--- src/rtl/hilo_unit.sv ---
// HI/LO register unit: captures ALU MULT/DIV results, commits them after a fixed latency, services MTHI/MTLO/MFHI/MFLO.
// Latency: MULT/DIV commit LATENCY cycles after acceptance; MTHI/MTLO write in 1 cycle; reads are combinational.
// Backpressure: stall is raised while busy and a start or read is presented; the upstream holds the request until idle.
module hilo_unit #(
    parameter int MULT_LATENCY = 4,
    parameter int DIV_LATENCY  = 12
) (
    input  logic        clk,
    input  logic        rst_n,
    input  logic        sig_hilo_start,
    input  logic [1:0]  sig_hilo_op,
    input  logic [31:0] alu_hi,
    input  logic [31:0] alu_lo,
    input  logic [31:0] src_a,
    input  logic [31:0] src_b,
    input  logic        sig_read_hi,
    input  logic        sig_read_lo,
    input  logic        sig_flush,
    output logic [31:0] read_data,
    output logic        read_valid,
    output logic        busy,
    output logic        stall,
    output logic        div_zero
);

    typedef enum logic {
        IDLE = 1'b0,
        BUSY = 1'b1
    } state_t;

    localparam logic [1:0] OP_MULT = 2'b00;
    localparam logic [1:0] OP_DIV  = 2'b01;
    localparam logic [1:0] OP_MTHI = 2'b10;
    localparam logic [1:0] OP_MTLO = 2'b11;

    // Countdown reload values; the commit happens on the edge where cnt is already zero.
    localparam logic [7:0] MULT_CNT = 8'(MULT_LATENCY - 1);
    localparam logic [7:0] DIV_CNT  = 8'(DIV_LATENCY - 1);

    state_t      state;
    logic [31:0] hi_q;
    logic [31:0] lo_q;
    logic [31:0] hi_p;
    logic [31:0] lo_p;
    logic [7:0]  cnt;
    logic        dz_p;
    logic        op_p;
    logic        div_zero_q;

    always_ff @(posedge clk or negedge rst_n) begin
        if (!rst_n) begin
            state      <= IDLE;
            hi_q       <= '0;
            lo_q       <= '0;
            hi_p       <= '0;
            lo_p       <= '0;
            cnt        <= '0;
            dz_p       <= 1'b0;
            op_p       <= 1'b0;
            div_zero_q <= 1'b0;
        end else begin
            div_zero_q <= 1'b0;
            case (state)
                IDLE: begin
                    if (sig_hilo_start && !sig_flush) begin
                        case (sig_hilo_op)
                            OP_MULT, OP_DIV: begin
                                hi_p  <= alu_hi;
                                lo_p  <= alu_lo;
                                op_p  <= sig_hilo_op[0];
                                cnt   <= sig_hilo_op[0] ? DIV_CNT : MULT_CNT;
                                dz_p  <= sig_hilo_op[0] && (src_b == 32'd0);
                                state <= BUSY;
                            end
                            OP_MTHI: hi_q <= src_a;
                            OP_MTLO: lo_q <= src_a;
                            default: ;
                        endcase
                    end
                end
                BUSY: begin
                    // Flush wins over a coincident commit.
                    if (sig_flush) begin
                        state <= IDLE;
                    end else if (cnt == 8'd0) begin
                        if (!(op_p && dz_p)) begin
                            hi_q <= hi_p;
                            lo_q <= lo_p;
                        end
                        div_zero_q <= op_p && dz_p;
                        state      <= IDLE;
                    end else begin
                        cnt <= cnt - 8'd1;
                    end
                end
                default: state <= IDLE;
            endcase
        end
    end

    assign busy       = (state == BUSY);
    assign div_zero   = div_zero_q;
    assign read_data  = sig_read_hi ? hi_q : lo_q;
    assign read_valid = (sig_read_hi | sig_read_lo) & ~busy;
    assign stall      = busy & (sig_read_hi | sig_read_lo | sig_hilo_start);

endmodule

--- config.mk ---
export PLATFORM = sky130hd
export DESIGN_NAME = hilo_unit
export DESIGN_NICKNAME = d
export VERILOG_FILES = /design/src/rtl/hilo_unit.sv
export SDC_FILE = /design/constraint.sdc
export NUM_CORES = 1
export LEC_CHECK = 0
export BUFFER_PORTS_ARGS = -buffer_cell sky130_fd_sc_hd__buf_2
export CAP_MARGIN = 20
export CORE_MARGIN = 4
export CORE_UTILIZATION = 57
export DETAILED_ROUTE_END_ITERATION = 10
export PLACE_DENSITY = 0.95
export SLEW_MARGIN = 5
export SYNTH_ARGS = -nofsm -noshare
export SYNTH_HDL_FRONTEND = slang
export SYNTH_SLANG_ARGS = --single-unit
--- constraint.sdc ---
create_clock -name clk -period 5.3 [get_ports clk]
set_clock_uncertainty 0.2 [all_clocks]
set_input_delay 0.53 -clock clk [delete_from_list [all_inputs] [get_ports clk]]
set_output_delay 0.53 -clock clk [all_outputs]
set_load 0.02 [all_outputs]
After elaboration in Yosys (flattened, before gate mapping)
Index checks and enable logic that the tools add are counted.

Add/sub/neg operators: 1. Eq/ne operators: 11. Multiplexer cells: 27. Bitwise logic cells: 5. Reduce and logical (&&, ||, !) cells: 12.

Operator list (number): 32-bit two-way mux (11); 32-bit case mux with 2 select lines (2); 32-bit logical NOT (1); 8-bit two-way mux (4); 8-bit case mux with 2 select lines (1); 5-bit AND reduction (2); 8-bit logical NOT (1); 2-bit by 1-bit != test with 1-bit output (second input constant) (4); 2-bit != test (second input constant) (4); 8-bit by 1-bit subtractor with 8-bit output (second input constant) (1); 1-bit two-way mux (7); 2-bit equality test (second input constant) (2); 4-bit two-way mux (1); 4-bit AND reduction (1); 1-bit logical AND (3); 3-bit AND reduction (1); 1-bit AND (2); 2-bit by 1-bit equality test with 1-bit output (second input constant) (1); 2-bit logical NOT (1); 1-bit OR (2); 1-bit case mux with 2 select lines (1); 2-bit OR reduction (1); 1-bit logical NOT (1); 1-bit NOT (1).

Bits in registers: 140. Input port bits: 136. Output and inout bits: 36. Logic and storage cells: 65.

Logic depth before layout (Yosys ltp)
Depth after elaboration: 5. Mapped depth: 7. Gate-level depth less buffers: 6.

Least setup slack after synthesis
OpenSTA, ideal clock, no wires.

Kind: register to output. From: register state, in the netlist busy. To: output stall. Arrival time: 1.632 ns. Required time: 4.570 ns. Path slack: 2.938 ns. Cell stages (with the launch flop): 6. Path buffers: 4. Cells stage by stage: dfrtp_1 buf_6 buf_2 buf_1 clkbuf_1 o31a_1.

Longest elaborated chain between the ends: 1.

Ends and longest elaborated chain: start: declaration (RTL line 40) `state_t state;`; start signal: assignment (RTL line 52) `state <= IDLE;`; start signal: assignment (RTL line 73) `state <= BUSY;`; start signal: assignment (RTL line 84) `state <= IDLE;`; 1-bit AND (RTL line 105) `assign stall = busy & (sig_read_hi | sig_read_lo | sig_hilo_start);`; end: declaration (RTL line 22) `output logic stall,`.

Every way passes these cells.

Worst setup path in the final report
From: register state, in the netlist busy. To: register hi_q[2].

Longest elaborated chain between the ends: 3. Elaborated cells between the ends (all ways): 8. Classes of those cells: 5 x eq/ne; 1 x mux; 1 x bitwise; 1 x reduce/logical.

Ends and longest elaborated chain: 1-bit NOT (no source line); 2-bit by 1-bit != test with 1-bit output (no source line) / 2-bit != test (equally long branches); 5-bit AND reduction (no source line); end signal: assignment (RTL line 75) `OP_MTHI: hi_q <= src_a;`; end signal: assignment (RTL line 87) `hi_q <= hi_p;`; end: declaration (RTL line 41) `logic [31:0] hi_q;`.

Parallel ways exist; a longest one is shown, timed or not. A chain may end at the register's enable or synchronous reset.

==> flow_summary_export.csv <==
group,metric,value,unit
status,outcome,"finished, final reports clean",
final_layout,design_area,7983,um2
worst_setup_path,reg2reg_from,"busy",
worst_setup_path,reg2reg_slack,1.87,ns
timing,report.final.setup_viol,0,
die,die-area,13070,um2
die,initial_core_util,0.5894,
final_layout,mostFrequentLayoutCells,"nand2_1 (203), buf_2 (170), dfrtp_1 (139)",
cts,postCtsSetupBuffers,0,
worst_setup_path,cp_max_fo,109,
worst_setup_path,endpoint,"hi_q[2]",
pwr,power,3.611,mW
final_layout,drive_gt1_frac,0.2864,
route,dr.pass1.iters,5,
timing,slew_headroom,0.2708,
synthesis,synth.distinct_cells,41,
timing,finalSetupTns,0,ns
die,num_io_pins,172,
die,die_w,114.3,um
place,port_buffers,171,
synthesis,syn_inst,713,
final_layout,layout_commonest_cell,"nand2_1",
synthesis,syn-cell-area,6445,um2
cts,cts_made_buffers,17,
cts,cts_tree,"yes",
die,die_h,114.3,um
synthesis,synth_seq_cells,140,
timing,grt_setup_unrepaired,"no",
final_layout,instances_no_fill,1013,
final_layout,diodes,0,
place,dp_hpwl,11.45,mm
timing,fin_crit,3.432,ns
place,placedCellCount,978,
final_layout,multi_input_area,2746,um2
cts,htreeDepth,4,
min_path,hp-class,"in2reg",
cts,cts_hold_buffers,1,
timing,hold_violations,0,
synthesis,seq_area_frac_synth,0.5436,
pwr,p_leak,3.960,nW
timing,maxSlewViolCount,0,
final_layout,fill_cells,750,
run,max-cap-violations,0,
final_layout,final_util,0.7300,
final_layout,regArea,3507,um2
final_layout,nNetsFinal,998,
cts,cts_sinks,140,
worst_setup_path,r2r_cells,5,
synthesis,syn_avg_cell_area,9.039,um2
pwr,peakVddDrop,0.2547,mV
worst_setup_path,critPathLaunch,"busy",
route,drc,0,
route,drt_iter0_drc,652,
worst_setup_path,cp.required,5.39,ns
die,core-area,10940,um2
route,avgViaCountPerCell,5.797,
global_route,grt-ovfl-total,0,
route,drt_wl_total,17.78,mm
place,pre_cts_slack,1.681,ns
route,wl_per_cell,17.55,um
worst_setup_path,r2r-end,"hi_q[2]",
die,num_rows,38,
cts,path_clk_slew,0.06,ns
route,ant_nets,0,
timing,max_freq,291.4,MHz
timing,finalCritPeriodShare,0.6476,
global_route,grt_pass1_wl,28.25,mm
place,globalplace.congestion,0.8216,
cts,clk_path_buf_depth,2,
route,vias,5872,
global_route,grtUsageTotal,0.2761,
worst_setup_path,critical_path_class,"reg2reg",
synthesis,synth-edff-count,0,
global_route,grt_max_degree,110,
cts,clk_latency,0.42,ns
place,place_area,7340,um2
timing,whs,0.09534,ns
synthesis,synth_nets,851,
global_route,grt_antenna_before_repair,0,
worst_setup_path,endpoint_kind,"register",
synthesis,yosys_warnings,0,
timing,tightest_slew,1.094,ns
cts,cts.repair.resized,0,
cts,cts_root_buf,"clkbuf_16",
pwr,powerDensity,452.4,nW/um2
global_route,grt_pass1_vias,5833,
timing,setup_ws,1.868,ns
final_layout,area_delta_synth_final,23.86,%
synthesis,async_flop_share,1.000,
synthesis,synth_ff_type,"dfrtp_1",
worst_setup_path,crit_path_start_kind,"register",
worst_setup_path,worstPathArrival,3.53,ns
## cell families (layout without fill, tap and decap cells)
group	count (synthesis)	count (layout)	share of synthesized area
multiplexers	33	33	0.05747
XOR/XNOR	1	1	0.001359
buffers and inverters	54	214	0.03592
flip-flops	140	140	0.5436
adder cells (fa/ha/maj)	2	2	0.003882
AO/OA/AOI/OAI	210	210	0.1675
AND/OR/NAND/NOR	273	273	0.1903
## area by class of cell
type / count / share of cell area
Multi-Input combinational cell: 519 / 0.3440
Clock buffer: 22 / 0.05815
Clock inverter: 10 / 0.01740
Timing Repair Buffer: 179 / 0.1177
Inverter: 3 / 0.001411
Sequential cell: 140 / 0.4393
Tap cell: 140 / 0.02194
## cell usage after synthesis (2+ instances only)
master / instances / area share
a21oi_1: 69 / 0.054
a31oi_1: 2 / 0.0019
buf_1: 3 / 0.0017
buf_2: 17 / 0.013
clkbuf_1: 30 / 0.017
dfrtp_1: 140 / 0.54
ha_1: 2 / 0.0039
inv_1: 3 / 0.0017
mux2_2: 32 / 0.056
nand2_1: 203 / 0.12
nand3_1: 2 / 0.0016
nor2_1: 5 / 0.0029
nor2b_1: 32 / 0.031
nor3_1: 6 / 0.0047
nor4_1: 6 / 0.0058
nor4b_1: 2 / 0.0027
o21ai_0: 53 / 0.041
o21ai_1: 80 / 0.062
or2_1: 2 / 0.0019
or3_1: 2 / 0.0019
or4b_1: 2 / 0.0031
## power breakdown
part           switching (mW)  total, mW  internal, mW
sequential              0.202       1.55          1.35
clock                   0.450       1.21         0.764
combinational           0.503      0.844         0.340
## flip-flops by register name (all words and copies together) (netlist names)
register	flops
op_p	1
lo_p	32
busy	1
dz_p	1
lo_q	32
cnt	8
hi_q	32
hi_p	32
div_zero	1
## how the worst min path moves through the flow
stage               startpoint        to  cells past startpoint
global route        alu_hi[10]  hi_p[10]                      3
floorplan                rst_n      busy                      0
global placement      hi_p[28]  hi_p[28]                      2
detailed placement    hi_p[17]  hi_p[17]                      2
CTS                 alu_lo[15]  lo_p[15]                      3
finish              alu_hi[10]  hi_p[10]                      3
## worst max-delay path, cell delays in order (launching register included)
cell	delay, ns
dfrtp_4	1.13
nor4bb_1	0.22
a31oi_4	0.76
or2_1	0.61
buf_8	0.25
o21ai_1	0.10
## routing by layer
metal	GRT usage	vias to the layer above	part of all wire
li1	-	2722	-
met1	0.3587	2848	0.41
met2	0.4563	267	0.50
met3	0.06448	35	0.073
met4	0.09897	0	0.020
met5	0	-	0
No activity file was read; power rests on OpenSTA's default activity.
